<file path="src/rtl/alu_pkg.sv">
// alu_pkg: shared types and constants for the serial ALU receive path
package alu_pkg;

    localparam int PAYLOAD_W_DEF = 8;
    localparam int START_BIT     = 0;
    localparam int TYPE_BIT      = 1;
    localparam int WORD_BITS     = PAYLOAD_W_DEF + 2;

    typedef enum logic [1:0] {IDLE, SHIFT, EVAL, DROP} rx_state_t;

    typedef enum logic [1:0] {ERR_FRAME, ERR_SEQ, ERR_OVERRUN, ERR_TIMEOUT} rx_err_t;

endpackage

</file>
<file path="src/rtl/alu_serial_word_rx.sv">
// alu_serial_word_rx: collects framed serial bits into one word and flags words cut short
module alu_serial_word_rx
    import alu_pkg::*;
#(
    parameter int PAYLOAD_W = PAYLOAD_W_DEF
) (
    input  logic                 clk,
    input  logic                 reset,
    input  logic                 enable_n,
    input  logic                 din,
    input  logic                 flush,
    output logic                 word_done,
    output logic                 word_type,
    output logic                 start_bit,
    output logic                 frame_err,
    output logic [PAYLOAD_W-1:0] payload
);

    localparam int WB = PAYLOAD_W + 2;
    localparam int CW = $clog2(WB);

    logic [CW-1:0] bit_cnt_q, bit_cnt_d;
    logic [WB-1:0] sh_q, sh_d;
    logic          sample;

    assign start_bit = sh_q[START_BIT];
    assign word_type = sh_q[TYPE_BIT];

    // Payload travels MSB first, so bit 2 of the word is the payload MSB
    always_comb begin
        for (int i = 0; i < PAYLOAD_W; i++) payload[PAYLOAD_W-1-i] = sh_q[i+2];
    end

    // Bit counter restarts whenever the frame drops, the word ends or the packet logic flushes
    always_comb begin
        sample    = !enable_n && !flush;
        word_done = sample && bit_cnt_q == CW'(WB - 1);
        frame_err = enable_n && bit_cnt_q != '0;
        bit_cnt_d = (!sample || word_done) ? '0 : bit_cnt_q + CW'(1);
        sh_d      = sh_q;
        if (sample) sh_d[bit_cnt_q] = din;
    end

    // Shift register and bit position
    always_ff @(posedge clk or posedge reset) begin
        if (reset) begin
            bit_cnt_q <= '0;
            sh_q      <= '0;
        end else begin
            bit_cnt_q <= bit_cnt_d;
            sh_q      <= sh_d;
        end
    end

endmodule

</file>
<file path="src/rtl/alu_serial_rx.sv">
// alu_serial_rx: groups received words into A/B/opcode packets for the ALU core and reports errors
module alu_serial_rx
    import alu_pkg::*;
#(
    parameter int PAYLOAD_W   = PAYLOAD_W_DEF,
    parameter int TIMEOUT_CYC = 64
) (
    input  logic                 clk,
    input  logic                 reset,
    input  logic                 enable_n,
    input  logic                 din,
    output logic                 op_valid,
    input  logic                 op_ready,
    output logic [PAYLOAD_W-1:0] a_out,
    output logic [PAYLOAD_W-1:0] b_out,
    output logic [PAYLOAD_W-1:0] op_out,
    output logic                 err_valid,
    output logic [1:0]           err_code
);

    localparam int TW = $clog2(TIMEOUT_CYC + 1);

    rx_state_t            state_q, state_d;
    rx_err_t              err_code_q, err_code_d;
    logic [1:0]           word_cnt_q, word_cnt_d;
    logic [TW-1:0]        to_cnt_q, to_cnt_d;
    logic [PAYLOAD_W-1:0] a_q, a_d, b_q, b_d;
    logic [PAYLOAD_W-1:0] a_out_q, a_out_d, b_out_q, b_out_d, op_out_q, op_out_d;
    logic                 op_valid_q, op_valid_d, err_valid_q, err_valid_d;
    logic                 word_done, word_type, start_bit, frame_err;
    logic [PAYLOAD_W-1:0] payload;
    logic                 is_eval, dropping, start_err, data_ok, data_seq, cmd_seq, pkt_done;
    logic                 to_drop, flush, load, overrun, timeout, any_frame, any_seq;

    alu_serial_word_rx #(.PAYLOAD_W(PAYLOAD_W)) u_word (
        .clk       (clk),
        .reset     (reset),
        .enable_n  (enable_n),
        .din       (din),
        .flush     (flush),
        .word_done (word_done),
        .word_type (word_type),
        .start_bit (start_bit),
        .frame_err (frame_err),
        .payload   (payload)
    );

    // Classify the word just completed; built only from registered state so flush has no loop
    always_comb begin
        is_eval   = state_q == EVAL;
        dropping  = state_q == DROP;
        start_err = is_eval && start_bit;
        data_ok   = is_eval && !start_bit && !word_type && word_cnt_q != 2'd2;
        data_seq  = is_eval && !start_bit && !word_type && word_cnt_q == 2'd2;
        cmd_seq   = is_eval && !start_bit && word_type && word_cnt_q != 2'd2;
        pkt_done  = is_eval && !start_bit && word_type && word_cnt_q == 2'd2;
        to_drop   = start_err || data_seq;
        flush     = dropping || to_drop;
    end

    // Packet sequencing, output register handshake, timeout and error priority
    always_comb begin
        load        = pkt_done && (!op_valid_q || op_ready);
        overrun     = pkt_done && !load;
        timeout     = enable_n && word_cnt_q != 2'd0 && to_cnt_q == TW'(TIMEOUT_CYC - 1);
        any_frame   = start_err || frame_err;
        any_seq     = data_seq || cmd_seq;
        state_d     = dropping ? (enable_n ? IDLE : DROP) : to_drop ? DROP : word_done ? EVAL : enable_n ? IDLE : SHIFT;
        word_cnt_d  = (any_frame || any_seq || pkt_done || timeout || dropping) ? 2'd0 : data_ok ? word_cnt_q + 2'd1 : word_cnt_q;
        to_cnt_d    = (enable_n && word_cnt_q != 2'd0) ? to_cnt_q + TW'(to_cnt_q != TW'(TIMEOUT_CYC)) : '0;
        a_d         = (data_ok && word_cnt_q == 2'd0) ? payload : a_q;
        b_d         = (data_ok && word_cnt_q == 2'd1) ? payload : b_q;
        op_valid_d  = load || (op_valid_q && !op_ready);
        a_out_d     = load ? a_q : a_out_q;
        b_out_d     = load ? b_q : b_out_q;
        op_out_d    = load ? payload : op_out_q;
        err_valid_d = any_frame || any_seq || overrun || timeout;
        err_code_d  = any_frame ? ERR_FRAME : any_seq ? ERR_SEQ : overrun ? ERR_OVERRUN : timeout ? ERR_TIMEOUT : ERR_FRAME;
    end

    // Packet FSM state and registered outputs
    always_ff @(posedge clk or posedge reset) begin
        if (reset) begin
            state_q     <= IDLE;
            word_cnt_q  <= '0;
            to_cnt_q    <= '0;
            a_q         <= '0;
            b_q         <= '0;
            op_valid_q  <= 1'b0;
            a_out_q     <= '0;
            b_out_q     <= '0;
            op_out_q    <= '0;
            err_valid_q <= 1'b0;
            err_code_q  <= ERR_FRAME;
        end else begin
            state_q     <= state_d;
            word_cnt_q  <= word_cnt_d;
            to_cnt_q    <= to_cnt_d;
            a_q         <= a_d;
            b_q         <= b_d;
            op_valid_q  <= op_valid_d;
            a_out_q     <= a_out_d;
            b_out_q     <= b_out_d;
            op_out_q    <= op_out_d;
            err_valid_q <= err_valid_d;
            err_code_q  <= err_code_d;
        end
    end

    assign op_valid  = op_valid_q;
    assign a_out     = a_out_q;
    assign b_out     = b_out_q;
    assign op_out    = op_out_q;
    assign err_valid = err_valid_q;
    assign err_code  = err_code_q;

endmodule
</file>
<file path="config.mk">
export PLATFORM = sky130hd
export DESIGN_NAME = alu_serial_rx
export DESIGN_NICKNAME = d
export VERILOG_FILES = /design/src/rtl/alu_pkg.sv /design/src/rtl/alu_serial_word_rx.sv /design/src/rtl/alu_serial_rx.sv
export SDC_FILE = /design/constraint.sdc
export NUM_CORES = 1
export LEC_CHECK = 0
export CELL_PAD_IN_SITES_DETAIL_PLACEMENT = 0
export CELL_PAD_IN_SITES_GLOBAL_PLACEMENT = 1
export CORE_MARGIN = 8
export CORE_UTILIZATION = 51
export CTS_BUF_LIST = sky130_fd_sc_hd__clkbuf_8
export DETAILED_ROUTE_END_ITERATION = 12
export GPL_ROUTABILITY_DRIVEN = 0
export PLACE_DENSITY_LB_ADDON = 0.1
export RECOVER_POWER = 100
export SLEW_MARGIN = 25
export SYNTH_ARGS = -nofsm -noshare
export SYNTH_HDL_FRONTEND = slang
export SYNTH_SLANG_ARGS = --single-unit
</file>
<file path="constraint.sdc">
create_clock -name clk -period 2.9 [get_ports clk]
set_clock_uncertainty 0.05 [all_clocks]
set_input_delay 0.29 -clock clk [delete_from_list [all_inputs] [get_ports clk]]
set_output_delay 0.29 -clock clk [all_outputs]
set_load 0.05 [all_outputs]
</file>
==> impl_metrics.yaml, run 1 <==
cts:
  h-tree-depth: 3
  cts.sinks: 69
  cts_buffers: 9
  clock_latency_ps: 330
  cts_tree: "yes"
  clkSlewWorstSetupHoldPaths_ps: 70
  cts_resized: 0
  clk_path_buf_depth: 2
  cts_root_buf: "clkbuf_8"
  post_cts_buffers: 0
  hold_buffers: 0
timing:
  relSlewSlack: 0.270
  rsz0062_at_grt: "no"
  fin_tns_setup_ps: 0
  hold_viol_final: 0
  period_share: 0.804
  whs_ps: 452
  drv_slew: 0
  period_minus_slack_ps: 2330
  setup_violations: 0
  worst_pin_slew_ps: 1090
  max_freq_ghz: 0.429
setup_path:
  cp.required_ps: 3070
  crit_path_end: "b_q[6]"
  r2r_end: "b_q[6]"
  r2r_setup_slack_ps: 570
  cp-end-kind: "register"
  r2r-start: "state_q[1]"
  critPathLaunchType: "register"
  startpoint: "state_q[1]"
  path_max_fanout: 8
  arrival_ps: 2500
  rr_worst_depth: 4
  worstSetupPathType: "register to register"
cells_and_area:
  drive_above_1_share: 0.252
  stdcell_count: 345
  final_cell_area_mm2: 0.00358
  area_growth_pct: 18.5
  diodes: 0
  nets: 282
logic_synthesis:
  ys_seq_elements: 69
  synthArstFlopShare: 1.00
  synth_cells: 224
  yosys.cell_types.count: 36
  synth_area_mm2: 0.00302
  yosysSeqAreaShare: 0.571
  yosysWarnings: 0
  synth_edf_count: 0
  avgSynthCellArea_um2: 13.5
  synth.net_count: 240
  synthFlopType: "dfrtp_1"
floorplan:
  core_area_mm2: 0.00582
  die_x_um: 93.0
  initial_core_util: 0.520
  die-area_mm2: 0.00864
  fp.dieH_um: 93.0
  num_io_pins: 33
  rows: 28
place:
  placed_cell_area_mm2: 0.00343
  dpl.cell_count: 330
  hpwl_um: 3900
  io_buffers: 32
detailed_routing:
  dr_total_vias: 1848
  dr.pass1.iters: 4
  wl_per_cell_um: 15.8
  wl_um: 5440
  ant_nets: 0
  drt-initial-drc-count: 64
  drc_errors: 0
  avgViaCountPerCell: 5.36
global_routing:
  grt_pass1_vias: 1941
  grt_overflow: 0
  grt_pass1_wl_um: 9480
  grt_max_degree: 31
  track_usage: 0.142
  antenna_found_initial: 0
run:
  maxCapViolCount: 0
pwr:
  power_density_mw_per_mm2: 523
  finalPower_w: 0.00187
  total_leakage_power_nw: 1.79
  ir_worst_vdd_v: 0.000261
min_path:
  worst_hold_path_type: "register to register"
run_status:
  status: "finished clean"
## where the power goes
group | switching, W | total [W] | internal [W] | leakage, nW
registers | 0.0000477 | 0.00105 | 0.00100 | 0.947
clock network | 0.000334 | 0.000718 | 0.000384 | 0.0960
logic | 0.0000559 | 0.000104 | 0.0000484 | 0.744
## layout make-up
type | count | area (um^2)
clock buffer | 9 | 124
clock inverter | 6 | 56.3
fill | 506 | 2240
inverter | 10 | 37.5
multi-input combinational | 140 | 1200
sequential | 69 | 1730
tap | 75 | 93.8
timing repair buffer | 36 | 342
## critical path, cell delays in order (launching register included)
cell and delay, ps:
dfrtp_1 470, nor3b_1 340, nor3b_1 530, nand2_1 430, mux2_2 390
## cell families after synthesis
kind of cell / after synthesis / synth area share
AOI/OAI and AO/OA: 14 / 0.0340
xor gates and xnor gates: 9 / 0.0261
adders and majority gates: 11 / 0.0455
buffers and inverters: 15 / 0.0236
DFF: 69 / 0.571
muxes: 51 / 0.190
and+or+nand+nor: 55 / 0.110
## state kept, by name, indices dropped and copies added, names as in the netlist, 2 cells and up
signal and flops:
u_word.sh_q 10, state_q 2, a_out 8, op_out 8, word_cnt_q 2, a_q 8, b_q 8, err_code 2
b_out 8, to_cnt_q 7, u_word.bit_cnt_q 4
## through the flow
step           utilization  setup slack, ps
3_5_place_dp         0.590              533
3_3_place_gp         0.590              549
4_1_cts              0.621              527
6_report             0.616              569
2_1_floorplan            -              820
5_1_grt              0.616              246
## worst min-delay path by stage
stage,from,to,cells past startpoint
floorplan,a_q[5],a_out[5],1
global placement,a_out[5],a_out[5],1
detailed placement,a_q[4],a_out[4],1
CTS,reset,a_out[6],2
global route,op_out[4],op_out[4],1
finish,a_q[7],a_out[7],1
## cell usage after synthesis, types with 3 or more instances
master    instances  area [um^2]
dfrtp_1          69         1730
nor2_1           13         48.8
nand3b_1          3         22.5
nor4b_1           4         35.0
nand2_1           5         18.8
mux2_2           49          552
nand4_1           3         18.8
nand3_1           6         30.0
ha_1             11          138
o21ai_0           5         25.0
inv_1            10         37.5
nor2b_1           4         25.0
xnor2_1           3         26.3
xor2_1            6         52.6
nand2b_1          5         31.3
## metal layers
metal | track usage | vias up | part of all wire
li1 | - | 877 | -
met1 | 0.174 | 922 | 0.47
met2 | 0.224 | 38 | 0.46
met3 | 0.0401 | 11 | 0.047
met4 | 0.0725 | 0 | 0.020
met5 | 0 | - | 0
## cells in the final DEF, fill, tap and decap left out, types with 2 or more instances in the layout
cell type,netlist,layout
dfrtp_1,69,69
mux2_2,49,49
dlygate4sd3_1,0,29
nor2_1,13,13
inv_1,10,11
ha_1,11,11
clkbuf_8,0,9
nand2_1,5,7
xor2_1,6,6
nand3_1,6,6
o21ai_0,5,5
nand2b_1,5,5
nor2b_1,4,4
nor4b_1,4,4
nand4_1,3,3
xnor2_1,3,3
nand3b_1,3,3
clkinv_2,0,3
clkdlybuf4s50_1,0,3
nor3b_1,0,2
a2111oi_0,0,2
nor4_1,2,2
nand4b_1,2,2
nor3_1,2,2
clkbuf_2,0,2
Power figures use the tool's default switching activity.
==> inputs of run 2 (changes only) <==
CORE_UTILIZATION = 43   (was 51)
clock period = 2.05 ns   (was 2.9 ns; I/O delays follow)
==> run 2 against run 1 <==
Final area rose by 3.6%; clock-buffer cell count is the same; flip-flop and latch count stayed put; sequential share of layout area down 1.7 points; critical endpoint is now u_word.sh_q[5]; critical path depth up 2.
==> impl_metrics.yaml, run 2 (synthesis gave the netlist of run 1 again) <==
pwr:
  power_density_mw_per_mm2: 731
  p_seq_frac: 0.543
  p_sw_w: 0.000665
  p_sw_frac: 0.245
  total_leakage_power_nw: 1.83
  p_comb_frac: 0.063
  internal_power_w: 0.00205
  p_clk_frac: 0.394
  ir_worst_vdd_v: 0.000381
timing:
  rsz0062_at_grt: "yes"
  period_minus_slack_ps: 1980
  hold_viol_final: 0
  whs_ps: 427
  period_share: 0.965
  setup_violations: 0
  drv_slew: 0
  max_freq_ghz: 0.506
  worst_pin_slew_ps: 850
  relSlewSlack: 0.432
cells_and_area:
  final_common_cell: "dfrtp_1"
  mostFrequentLayoutCells: "dfrtp_1, mux2_2, dlygate4sd3_1"
  final_cell_area_mm2: 0.00371
  diodes: 0
  area_growth_pct: 22.7
  largest_register_ffs: 10
  drive_above_1_share: 0.295
  multiInputGateArea_mm2: 0.00123
  fillCellCount: 596
  regMostFlops: "u_word.sh_q"
  nets: 289
  ff_latch_area_mm2: 0.00173
place:
  hpwl_um: 3970
  io_buffers: 32
  placed_cell_area_mm2: 0.00355
setup_path:
  cp_num_buf_inv: 1
  arrival_ps: 2140
  path_max_fanout: 6
  crit_slowest_cell: "mux2_2"
  critPathLaunchType: "register"
  critical_path.cell_chain: "inv_1, ha_1, nor2b_1, o31a_1, nor4b_1, mux2_2"
  cp.required_ps: 2220
  worstSetupPathType: "register to register"
  cp-end-kind: "register"
  r2r_setup_slack_ps: 70
  path_delay_family: "simple AND/OR/NAND/NOR gates"
  critical_path.max_stage_delay_ps: 370
cts:
  post_cts_buffers: 0
  cts_tree: "yes"
  cts_resized: 0
  clkSlewWorstSetupHoldPaths_ps: 80
  cts_root_buf: "clkbuf_8"
  clock_latency_ps: 330
  cts.sinks: 69
  h-tree-depth: 3
  cts_buffers: 9
  clk_path_buf_depth: 2
  hold_buffers: 0
global_routing:
  grt_pass1_vias: 1953
  grt_max_degree: 29
  grt_pass1_wl_um: 9720
  grt_overflow: 0
  antenna_found_initial: 0
  track_usage: 0.123
floorplan:
  die-area_mm2: 0.00997
  core_area_mm2: 0.00679
  num_io_pins: 33
  initial_core_util: 0.445
  fp.dieH_um: 99.8
  rows: 30
  die_x_um: 99.8
detailed_routing:
  ant_nets: 0
  dr_total_vias: 1865
  drt-initial-drc-count: 69
  drc_errors: 0
  wl_per_cell_um: 15.0
  wl_um: 5600
  avgViaCountPerCell: 4.99
  dr.pass1.iters: 4
min_path:
  worst_hold_path_type: "input pin to async pin"
run:
  maxCapViolCount: 0
run_status:
  status: "finished clean"
## run 2: path summary, 6_finish.rpt
path,from,end,cells after the start
min in group clk,a_out[5],a_out[5],1
min reg2reg,a_out[5],a_out[5],1
max,word_cnt_q[0],u_word.sh_q[5],6
max in group asynchronous,reset,b_q[2],3
min,reset,b_out[5],2
max reg2reg,word_cnt_q[0],u_word.sh_q[5],6
## run 2: layout make-up
type                       count  area share
clock buffer                   9      0.0334
sequential                    69       0.466
timing repair buffer          43       0.107
inverter                      10      0.0101
tap                           96      0.0324
multi-input combinational    140       0.333
clock inverter                 7      0.0182
## run 2: layer usage
layer	wire length, um	global-route usage	up-vias
li1	-	-	889
met4	89	0.0559	0
met1	2890	0.170	935
met2	2360	0.175	32
met5	0	0	-
met3	258	0.0346	9
## run 2: worst reg2reg max path: cells and delay by family, from the launching register on
| family | cells | cell delay (ps) |
|---|---|---|
| AND/OR/NAND/NOR | 2 | 500 |
| multiplexers | 1 | 370 |
| flip-flops | 1 | 350 |
| AO/OA/AOI/OAI | 1 | 320 |
| adder cells (fa/ha/maj) | 1 | 210 |
| buffers and inverters | 1 | 60 |
## run 2: power by group through the flow
stage / logic, W / clock network, W / registers [W]
5_1_grt: 0.000193 / 0.00115 / 0.00149
4_1_cts: 0.000184 / 0.00109 / 0.00147
3_3_place_gp: 0.000182 / 0 / 0.00150
2_1_floorplan: 0.000107 / 0 / 0.00149
6_report: 0.000170 / 0.00107 / 0.00147
3_5_place_dp: 0.000184 / 0 / 0.00150
## run 2: per-stage QoR
| step | setup TNS [ps] | power [W] | util | worst slack (ps) | instances |
|---|---|---|---|---|---|
| after floorplan | 0 | 0.00160 | - | 55.1 | 224 |
| after global placement | 0 | 0.00168 | 0.522 | 136 | 358 |
| after detailed placement | 0 | 0.00168 | 0.522 | 73.1 | 358 |
| after CTS | 0 | 0.00275 | 0.550 | 54.9 | 374 |
| after global routing | -35.0 | 0.00283 | 0.546 | -14.5 | 374 |
| final | 0 | 0.00271 | 0.546 | 71.8 | 374 |
